$ cat config.mk
export PLATFORM = sky130hd
export DESIGN_NAME = cv_pe_scheduler
export DESIGN_NICKNAME = d
export VERILOG_FILES = /design/src/rtl/cv_sched_pkg.sv /design/src/rtl/cv_sched_idle_sel.sv /design/src/rtl/cv_pe_scheduler.sv
export SDC_FILE = /design/constraint.sdc
export NUM_CORES = 1
export LEC_CHECK = 0
export ABC_AREA = 1
export CORE_MARGIN = 3
export CORE_UTILIZATION = 35
export CTS_BUF_LIST = sky130_fd_sc_hd__clkbuf_8 sky130_fd_sc_hd__clkbuf_16
export CTS_CLUSTER_DIAMETER = 150
export DETAILED_ROUTE_END_ITERATION = 7
export GPL_TIMING_DRIVEN = 0
export PLACE_DENSITY = 0.7
export REMOVE_ABC_BUFFERS = 1
export SYNTH_ARGS = -nofsm -noshare
export SYNTH_HDL_FRONTEND = slang
export SYNTH_SLANG_ARGS = --single-unit
$ cat constraint.sdc
create_clock -name clk -period 12.17 [get_ports clk]
set_input_delay 2.434 -clock clk [delete_from_list [all_inputs] [get_ports clk]]
set_output_delay 2.434 -clock clk [all_outputs]
set_load 0.03 [all_outputs]
$ cat src/rtl/cv_sched_pkg.sv
// Shared types and constants for the PE-array tile scheduler.
// Holds the FSM state encoding and the field layout of the 104-bit tile
// configuration bus: {Iext,Oext,Hext,Wext,Iori,Oori,Hori,Wori}, 13 bits each.
package cv_sched_pkg;

  localparam int CFG_W     = 13;
  localparam int CFG_BUS_W = 8 * CFG_W;

  localparam int WORI_LSB = 0 * CFG_W;
  localparam int HORI_LSB = 1 * CFG_W;
  localparam int OORI_LSB = 2 * CFG_W;
  localparam int IORI_LSB = 3 * CFG_W;
  localparam int WEXT_LSB = 4 * CFG_W;
  localparam int HEXT_LSB = 5 * CFG_W;
  localparam int OEXT_LSB = 6 * CFG_W;
  localparam int IEXT_LSB = 7 * CFG_W;

  typedef enum logic [3:0] {
    S_IDLE,
    S_CFG,
    S_LW,
    S_LW_G,
    S_LW_W,
    S_LI,
    S_LI_G,
    S_LI_W,
    S_ST,
    S_ST_G,
    S_ST_W,
    S_DONE
  } sched_state_e;

  // True for the states that block on the selected PE idle signal.
  function automatic logic is_wait_state(sched_state_e s);
    return (s == S_LW_W) || (s == S_LI_W) || (s == S_ST_W);
  endfunction

endpackage

$ cat src/rtl/cv_sched_idle_sel.sv
// Idle selector for the PE scheduler.
// Reduces the per-PE idle vector to the single idle bit the scheduler waits on:
// the AND of every PE for a broadcast command, otherwise the addressed PE.
// An id beyond the array reads as busy; such commands never reach a wait state.
module cv_sched_idle_sel #(
  parameter int NUM_PE = 16
) (
  input  logic [NUM_PE-1:0] pe_idle_i,
  input  logic [7:0]        pe_id_i,
  input  logic              broadcast_i,
  output logic              sel_idle_o
);

  logic targetIdle;

  // Mux the addressed PE's idle bit, then pick between it and the all-PE AND.
  always_comb begin
    targetIdle = 1'b0;
    for (int i = 0; i < NUM_PE; i++) begin
      if (pe_id_i == 8'(i)) begin
        targetIdle = pe_idle_i[i];
      end
    end
    sel_idle_o = broadcast_i ? (&pe_idle_i) : targetIdle;
  end

endmodule

$ cat src/rtl/cv_pe_scheduler.sv
// Tile-command scheduler for the PE array.
// Accepts one tile command at a time, configures the target PE (or all PEs on
// broadcast), then runs the load_weight / load_input / store_output phases,
// waiting for the selected PE idle after each, and reports completion on a
// one-cycle done strobe. Every output is driven from a register.
// Optional feature: define CV_SCHED_TIMEOUT_EN to bound each wait state by
// TIMEOUT_CYCLES; an expiry aborts the command (done_bad) and sets sticky err.
module cv_pe_scheduler
  import cv_sched_pkg::*;
#(
  parameter int NUM_PE         = 16,
  parameter int TIMEOUT_CYCLES = 65535
) (
  input  logic                 clk,
  input  logic                 rst,
  input  logic                 cmd_valid,
  output logic                 cmd_ready,
  input  logic [7:0]           cmd_pe_id,
  input  logic                 cmd_broadcast,
  input  logic                 cmd_skip_weight,
  input  logic [CFG_BUS_W-1:0] cmd_cfg,
  output logic [7:0]           pe_id,
  output logic                 pe_broadcast,
  output logic                 pe_cfg,
  output logic [CFG_BUS_W-1:0] pe_cfg_bus,
  output logic                 pe_load_weight,
  output logic                 pe_load_input,
  output logic                 pe_store_output,
  input  logic [NUM_PE-1:0]    pe_idle,
  output logic                 done_valid,
  output logic [7:0]           done_pe_id,
  output logic                 done_bad,
  output logic                 busy,
  output logic [15:0]          tiles_done,
  output logic                 err
);

  sched_state_e state_q, state_d;

  logic [7:0]           peId_q;
  logic                 broadcast_q;
  logic                 skipWeight_q;
  logic [CFG_BUS_W-1:0] cfg_q;
  logic                 bad_q, bad_d;
  logic                 selIdle, selIdle_q;

  logic                 cmdReady_q;
  logic                 peCfg_q;
  logic                 loadWeight_q;
  logic                 loadInput_q;
  logic                 storeOutput_q;
  logic                 doneValid_q;
  logic                 doneBad_q;
  logic                 busy_q;
  logic [15:0]          tiles_q;

  logic                 acceptCmd;
  logic                 invalidCmd;
  logic                 timeoutHit;

  assign acceptCmd  = cmd_valid && cmdReady_q;
  assign invalidCmd = !cmd_broadcast && ({1'b0, cmd_pe_id} >= 9'(NUM_PE));

  cv_sched_idle_sel #(
    .NUM_PE(NUM_PE)
  ) u_idle_sel (
    .pe_idle_i  (pe_idle),
    .pe_id_i    (peId_q),
    .broadcast_i(broadcast_q),
    .sel_idle_o (selIdle)
  );

`ifdef CV_SCHED_TIMEOUT_EN
  logic [31:0] waitCnt_q, waitCnt_d;
  logic        err_q;

  // The counter holds the number of cycles already spent in the current wait
  // state, so the expiry fires on the TIMEOUT_CYCLES-th wait cycle.
  assign timeoutHit = (waitCnt_q == 32'(TIMEOUT_CYCLES - 1));

  always_comb begin
    waitCnt_d = '0;
    if (is_wait_state(state_q) && (state_d == state_q)) begin
      waitCnt_d = waitCnt_q + 32'd1;
    end
  end

  // Wait counter restarts on every wait-state entry; err stays set until reset.
  always_ff @(posedge clk or posedge rst) begin
    if (rst) begin
      waitCnt_q <= '0;
      err_q     <= 1'b0;
    end else begin
      waitCnt_q <= waitCnt_d;
      if (is_wait_state(state_q) && !selIdle_q && timeoutHit) begin
        err_q <= 1'b1;
      end
    end
  end

  assign err = err_q;
`else
  logic unusedTimeout;

  assign unusedTimeout = ^32'(TIMEOUT_CYCLES);
  assign timeoutHit    = 1'b0;
  assign err           = 1'b0;
`endif

  // Next-state logic: phase sequencing, idle waits and abort paths.
  always_comb begin
    state_d = state_q;
    bad_d   = bad_q;
    case (state_q)
      S_IDLE: begin
        if (acceptCmd) begin
          bad_d   = invalidCmd;
          state_d = invalidCmd ? S_DONE : S_CFG;
        end
      end
      S_CFG:  state_d = skipWeight_q ? S_LI : S_LW;
      S_LW:   state_d = S_LW_G;
      S_LW_G: state_d = S_LW_W;
      S_LW_W: begin
        if (selIdle_q) begin
          state_d = S_LI;
        end else if (timeoutHit) begin
          state_d = S_DONE;
          bad_d   = 1'b1;
        end
      end
      S_LI:   state_d = S_LI_G;
      S_LI_G: state_d = S_LI_W;
      S_LI_W: begin
        if (selIdle_q) begin
          state_d = S_ST;
        end else if (timeoutHit) begin
          state_d = S_DONE;
          bad_d   = 1'b1;
        end
      end
      S_ST:   state_d = S_ST_G;
      S_ST_G: state_d = S_ST_W;
      S_ST_W: begin
        if (selIdle_q || timeoutHit) begin
          state_d = S_DONE;
          bad_d   = bad_q || !selIdle_q;
        end
      end
      S_DONE:  state_d = S_IDLE;
      default: state_d = S_IDLE;
    endcase
  end

  // State register plus the command fields latched at accept.
  always_ff @(posedge clk or posedge rst) begin
    if (rst) begin
      state_q      <= S_IDLE;
      bad_q        <= 1'b0;
      peId_q       <= '0;
      broadcast_q  <= 1'b0;
      skipWeight_q <= 1'b0;
      cfg_q        <= '0;
      selIdle_q    <= 1'b0;
    end else begin
      state_q   <= state_d;
      bad_q     <= bad_d;
      selIdle_q <= selIdle;
      if (acceptCmd) begin
        peId_q       <= cmd_pe_id;
        broadcast_q  <= cmd_broadcast;
        skipWeight_q <= cmd_skip_weight;
        cfg_q        <= cmd_cfg;
      end
    end
  end

  // Output registers: PE strobes track the state being entered; the done
  // report and ready come out the cycle after S_DONE so a new command can
  // only be accepted once the completion has been seen.
  always_ff @(posedge clk or posedge rst) begin
    if (rst) begin
      cmdReady_q    <= 1'b0;
      peCfg_q       <= 1'b0;
      loadWeight_q  <= 1'b0;
      loadInput_q   <= 1'b0;
      storeOutput_q <= 1'b0;
      doneValid_q   <= 1'b0;
      doneBad_q     <= 1'b0;
      busy_q        <= 1'b0;
      tiles_q       <= '0;
    end else begin
      cmdReady_q    <= (state_d == S_IDLE) && (state_q != S_DONE);
      peCfg_q       <= (state_d == S_CFG);
      loadWeight_q  <= (state_d == S_LW);
      loadInput_q   <= (state_d == S_LI);
      storeOutput_q <= (state_d == S_ST);
      busy_q        <= (state_d != S_IDLE);
      doneValid_q   <= (state_q == S_DONE);
      doneBad_q     <= (state_q == S_DONE) && bad_q;
      if ((state_q == S_DONE) && !bad_q) begin
        tiles_q <= tiles_q + 16'd1;
      end
    end
  end

  assign cmd_ready       = cmdReady_q;
  assign pe_id           = peId_q;
  assign pe_broadcast    = broadcast_q;
  assign pe_cfg          = peCfg_q;
  assign pe_cfg_bus      = cfg_q;
  assign pe_load_weight  = loadWeight_q;
  assign pe_load_input   = loadInput_q;
  assign pe_store_output = storeOutput_q;
  assign done_valid      = doneValid_q;
  assign done_pe_id      = peId_q;
  assign done_bad        = doneBad_q;
  assign busy            = busy_q;
  assign tiles_done      = tiles_q;

endmodule

-- After elaboration in Yosys (flattened, before gate mapping)
Index checks and enable logic that the tools add are counted.
- bits of input ports: 133
- bits in registers: 144
- output and inout port bits: 146
- order comparisons: 1
- add/subtract/negate cells: 1
- reductions and logical operators: 16
- eq/ne operators: 33
- mux-type cells: 27
- operators by type and width (kind ; count):
    equality test 8 x 4 -> 1 bit (second input constant) ; 8
    case mux 4 bit (11 select lines) ; 1
    equality test 8 x 3 -> 1 bit (second input constant) ; 4
    equality test 4 x 3 -> 1 bit (second input constant) ; 5
    equality test 4 bit (second input constant) ; 5
    two-way mux 4 bit ; 5
    two-way mux 1 bit ; 19
    adder 16 x 1 -> 16 bit (second input constant) ; 1
    equality test 8 x 2 -> 1 bit (second input constant) ; 2
    AND reduction 16 bit ; 1
    equality test 4 x 2 -> 1 bit (second input constant) ; 3
    equality test 4 x 1 -> 1 bit (second input constant) ; 2
    equality test 8 x 1 -> 1 bit (second input constant) ; 1
    >= comparator 8 x 5 -> 1 bit (second input constant) ; 1
    logical NOT 4 bit ; 2
    logical NOT 8 bit ; 1
    logical AND 1 bit ; 5
    inequality test 2 bit (second input constant) ; 2
    inequality test 4 bit (second input constant) ; 1
    nonzero test 4 bit ; 1
    logical NOT 1 bit ; 3
    two-way mux 3 bit ; 1
    AND reduction 3 bit ; 1
    case mux 1 bit (2 select lines) ; 1
    2 further kinds ; 2

-- Depth between registers and ports, before layout
- depth in word-level cells: 18
- depth in mapped cells: 12
- mapped depth without buffers: 12

-- Modules after synthesis
From an unflattened synthesis, not the netlist that was laid out.
- cells, all modules: 754
- area, all modules: 6149.6 um^2
- modules (own cells, without submodules) (module ; times used ; area an instance (um^2) ; cells each):
    cv_pe_scheduler ; 1 ; 5854.4 ; 688
    cv_sched_idle_sel ; 1 ; 295.3 ; 66

-- Worst setup path before layout
Ideal clock, no wire load.
- kind: input port to flip-flop
- start: in cmd_valid
- end: reg peId_q[3] (netlist: done_pe_id[3])
- slack: 8774 ps
- data arrival time: 3330 ps
- data required time: 12104 ps
- stages on the path: 6
- setup time: 66 ps
- cells stage by stage: nand2_1 inv_2 clkbuf_1 clkbuf_1 nand2_1 nand2_1
- longest elaborated chain between the ends: 1
- RTL lines (what ; line ; source):
    start: declaration ; cv_pe_scheduler.sv:16 ; input logic cmd_valid,
    logical AND 1 bit ; cv_pe_scheduler.sv:61 ; assign acceptCmd = cmd_valid && cmdReady_q;
    end signal: assignment ; cv_pe_scheduler.sv:170 ; peId_q <= cmd_pe_id;
    end: declaration ; cv_pe_scheduler.sv:40 ; logic [7:0] peId_q;
No other way between the ends.
A chain may end at the register's enable or synchronous reset.

-- Worst setup path after layout
- start: in cmd_valid
- end: reg broadcast_q (netlist: pe_broadcast)
- longest elaborated chain between the ends: 1
- RTL lines (what ; line ; source):
    logical AND 1 bit ; cv_pe_scheduler.sv:61 ;
    end signal: assignment ; cv_pe_scheduler.sv:171 ; broadcast_q <= cmd_broadcast;
    end: declaration ; cv_pe_scheduler.sv:41 ; logic broadcast_q;
No other way between the ends.

==> impl_results.rst <==
.. list-table::
   :header-rows: 1

   * - Metric
     - Value
   * - Outcome
     - finished, final reports clean
   * - Latest clock arrival within the worst-skew pair
     - 0.42 ns
   * - Data arrival, critical path
     - 4.60 ns
   * - Number of antenna violations at the first check in global routing
     - 0
   * - Drt pass-1 iters
     - 4
   * - Die Wd
     - 137 µm
   * - Estimated wirelength of the detail-placed design
     - 12000 µm
   * - Number of hold buffers added after CTS
     - 0
   * - Total Die Area
     - 18800 µm²
   * - Hold violation count in the final report
     - 0
   * - Number of H-tree levels
     - 4
   * - Mean Syn Cell Area
     - 8.40 µm²
   * - Number of antenna cells inserted
     - 0
   * - CTS tree
     - yes
   * - Maximum clock insertion buffer count
     - 2
   * - Worst Path Required
     - 12.46 ns
   * - Hold/Removal Path Class
     - flop to flop
   * - GR Overflow Total
     - 0
   * - Average wire per cell in the routed design
     - 14.1 µm
   * - Cts bufs inserted
     - 17
   * - Total detailed-routing wirelength
     - 17100 µm
   * - Violation count after the first detailed-routing iteration
     - 315
   * - Fin nets
     - 1114
   * - Maximum cell stage delay along the critical path
     - 0.50 ns
   * - Number of sinks on the clock net
     - 144
   * - Hold wc startpoint
     - pe_cfg_bus[49]
   * - Internal reg-to-reg setup slack
     - 10.00 ns
   * - Peak supply drop
     - 0.000147 V
   * - R2R Path Start
     - cmd_ready
   * - Count of pins over their slew limit
     - 0
   * - Maximum Capacitance Violations
     - 0
   * - Clock root buffer
     - sky130_fd_sc_hd__clkbuf_16
   * - Share of layout cells above drive strength 1
     - 0.0493
   * - Post-synthesis instance total
     - 715
   * - Slowest stage cell, crit path
     - sky130_fd_sc_hd__clkdlybuf4s50_1
   * - Minimum period implied by the final worst setup slack
     - 4.31 ns
   * - Crit path max fanout
     - 62
   * - Count of pins on the block boundary
     - 279
   * - Power Dens Cells
     - 264 nW/µm²
   * - Core Rows
     - 47
   * - Post-placement worst setup slack
     - 7.35 ns
   * - Synthesis warning total
     - 0
   * - WHS Path Cells
     - 2
   * - Element type at the critical path start
     - input port
   * - Metal1 wirelength
     - 6950 µm
   * - Top post-synthesis cells by area
     - sky130_fd_sc_hd__dfrtp_1 (60%), sky130_fd_sc_hd__nand2_1 (24%), sky130_fd_sc_hd__inv_1 (2.4%), sky130_fd_sc_hd__nor2_1 (1.5%), sky130_fd_sc_hd__xor2_1 (1.5%)
   * - Uppermost signal routing layer after detailed routing
     - met4
   * - Initial core utilization
     - 0.360
   * - Core Area
     - 16700 µm²
   * - Setup fix buffers added after clock tree synthesis
     - 0
   * - Final Wtd Congestion
     - 0.876
   * - GR Util All Layers
     - 0.182
   * - Total negative slack
     - 0 ns
   * - Final setup vio count
     - 0
   * - Maximum number of pins on one net before global-route repair
     - 84
   * - Clock transition at the register clock pins on the worst setup and hold paths after CTS
     - 0.06 ns
   * - Worst Reg2Reg Path Length in Cells
     - 5
   * - Fraction of the yosys area taken by sequential cells
     - 0.600
   * - Most common cell type on the critical path
     - sky130_fd_sc_hd__buf_16
   * - Mean number of vias per cell
     - 4.44
   * - Count of port buffers added during placement
     - 277
   * - Post-synthesis sequential element count
     - 144
   * - Hold Path End
     - pe_cfg_bus[49]
   * - Cts repair resizes
     - 0
   * - Post-synthesis to final-layout area growth
     - 60.0%
   * - Post-layout worst setup margin
     - 7.86 ns
   * - Area leader, netlist
     - sky130_fd_sc_hd__dfrtp_1
   * - Routed length on met2
     - 8110 µm
   * - FILL cells
     - 1473
   * - Slew of the pin with the lowest slew margin
     - 0.752 ns
   * - Number of vias after detailed routing
     - 5391
   * - CP Class
     - input port to flop
   * - Met3 routed WL
     - 1670 µm
   * - Setup repair after global routing missed its margin
     - false
   * - Largest clock skew in the final design
     - 0.00869 ns
   * - CP Cell Sequence
     - clkdlybuf4s50_1, nand2_4, buf_16, inv_4, buf_16, o21ai_0
   * - Worst r2r dst
     - pe_broadcast
   * - Cell area after technology mapping
     - 6010 µm²
   * - Synth top area share
     - 0.600
   * - Number of different library cells in the post-synthesis netlist
     - 29
   * - Wire length of the first global-routing pass
     - 26400 µm
   * - Leakage power summed over all cells
     - 4.65 nW
   * - Die span in y
     - 137 µm
   * - Slew margin rel.
     - 0.499
   * - Type of element capturing the critical path
     - flop
   * - Maximum clock frequency
     - 0.232 GHz
   * - Vias in the first global route
     - 5297
   * - Antenna-violating nets left
     - 0
   * - Drt drc
     - 0
   * - Period utilization
     - 0.354
layout make-up:
| class | count | area (µm²) | area share |
|---|---|---|---|
| clock buffer | 18 | 439 | 0.0457 |
| clock inverter | 14 | 181 | 0.0189 |
| inverter | 41 | 161 | 0.0168 |
| multi-input combinational | 496 | 2090 | 0.218 |
| sequential | 144 | 3600 | 0.375 |
| tap | 220 | 275 | 0.0286 |
| timing repair buffer | 280 | 2860 | 0.297 |
per-layer routing:
| layer | global-route usage | vias to the layer above |
|---|---|---|
| li1 | - | 2708 |
| met1 | 0.214 | 2473 |
| met2 | 0.293 | 188 |
| met3 | 0.0827 | 22 |
| met4 | 0.0654 | 0 |
| met5 | 0 | - |
logic make-up (layout without fill, tap and decap cells):
kind of cell | count (synthesis) | after routing | share of synthesized area
adder cells (fa/ha/maj) | 1 | 1 | 0.00208
AO/OA/AOI/OAI | 16 | 16 | 0.0142
XOR/XNOR | 14 | 14 | 0.0204
flip-flops | 144 | 144 | 0.600
AND/OR/NAND/NOR | 464 | 464 | 0.310
buffers and inverters | 75 | 353 | 0.0527
other | 1 | 1 | 0.000624
stage by stage:
step                       util  cell area [µm²]  power (W)  instances  hold WS (ns)
after detailed placement  0.538             8990    0.00200       1181         0.464
after global placement    0.532             8890    0.00199       1178         0.461
final                     0.575             9610    0.00253       1213         0.477
after global routing      0.575             9610    0.00269       1213         0.494
after floorplan               -             5840    0.00145        681         0.455
after CTS                 0.575             9610    0.00256       1213         0.481
cell usage in the layout (no fill, tap or decap), types with 10 or more instances in the layout:
cell type / n
sky130_fd_sc_hd__nand2_1: 390
sky130_fd_sc_hd__clkdlybuf4s50_1: 277
sky130_fd_sc_hd__dfrtp_1: 144
sky130_fd_sc_hd__inv_1: 39
sky130_fd_sc_hd__nor2_1: 24
sky130_fd_sc_hd__clkbuf_16: 17
sky130_fd_sc_hd__o21ai_0: 12
sky130_fd_sc_hd__nor3_1: 12
sky130_fd_sc_hd__nand3_1: 11
sky130_fd_sc_hd__nand4_1: 11
sky130_fd_sc_hd__xor2_1: 10
worst max-delay path, delay by kind of cell:
| kind | cells | cell delay [ns] |
|---|---|---|
| buffers and inverters | 4 | 1.64 |
| AND/OR/NAND/NOR | 1 | 0.34 |
| AO/OA/AOI/OAI | 1 | 0.11 |
how the worst max path moves through the flow:
stage               from       endpoint  slack, ns
6_report       cmd_valid   pe_broadcast       7.86
5_1_grt        cmd_valid  done_pe_id[0]       7.65
4_1_cts        cmd_valid  done_pe_id[2]       7.82
3_5_place_dp   cmd_valid   pe_broadcast       7.35
3_3_place_gp   cmd_valid  pe_cfg_bus[1]       2.81
2_1_floorplan        rst          bad_q       5.87
cell usage after synthesis (all sizes together):
library cell / n
a21oi: 2
a22oi: 1
and3: 1
buf: 13
clkbuf: 21
conb: 1
dfrtp: 144
ha: 1
inv: 41
nand2: 395
nand3: 12
nand4: 11
nor2: 28
nor3: 13
nor4: 3
o211ai: 1
o21ai: 12
or2: 1
xnor2: 4
xor2: 10
registers in the layout (all words and copies together) (netlist names):
signal,count
pe_cfg_bus,104
tiles_done,16
done_pe_id,8
state_q,4
bad_q,1
busy,1
cmd_ready,1
done_bad,1
done_valid,1
pe_broadcast,1
pe_cfg,1
pe_load_input,1
pe_load_weight,1
pe_store_output,1
selIdle_q,1
skipWeight_q,1
power breakdown:
group          internal [W]  switching [W]
combinational      0.000478       0.000717
clock              0.000332       0.000214
sequential         0.000671       0.000122
Power figures use the tool's default switching activity.
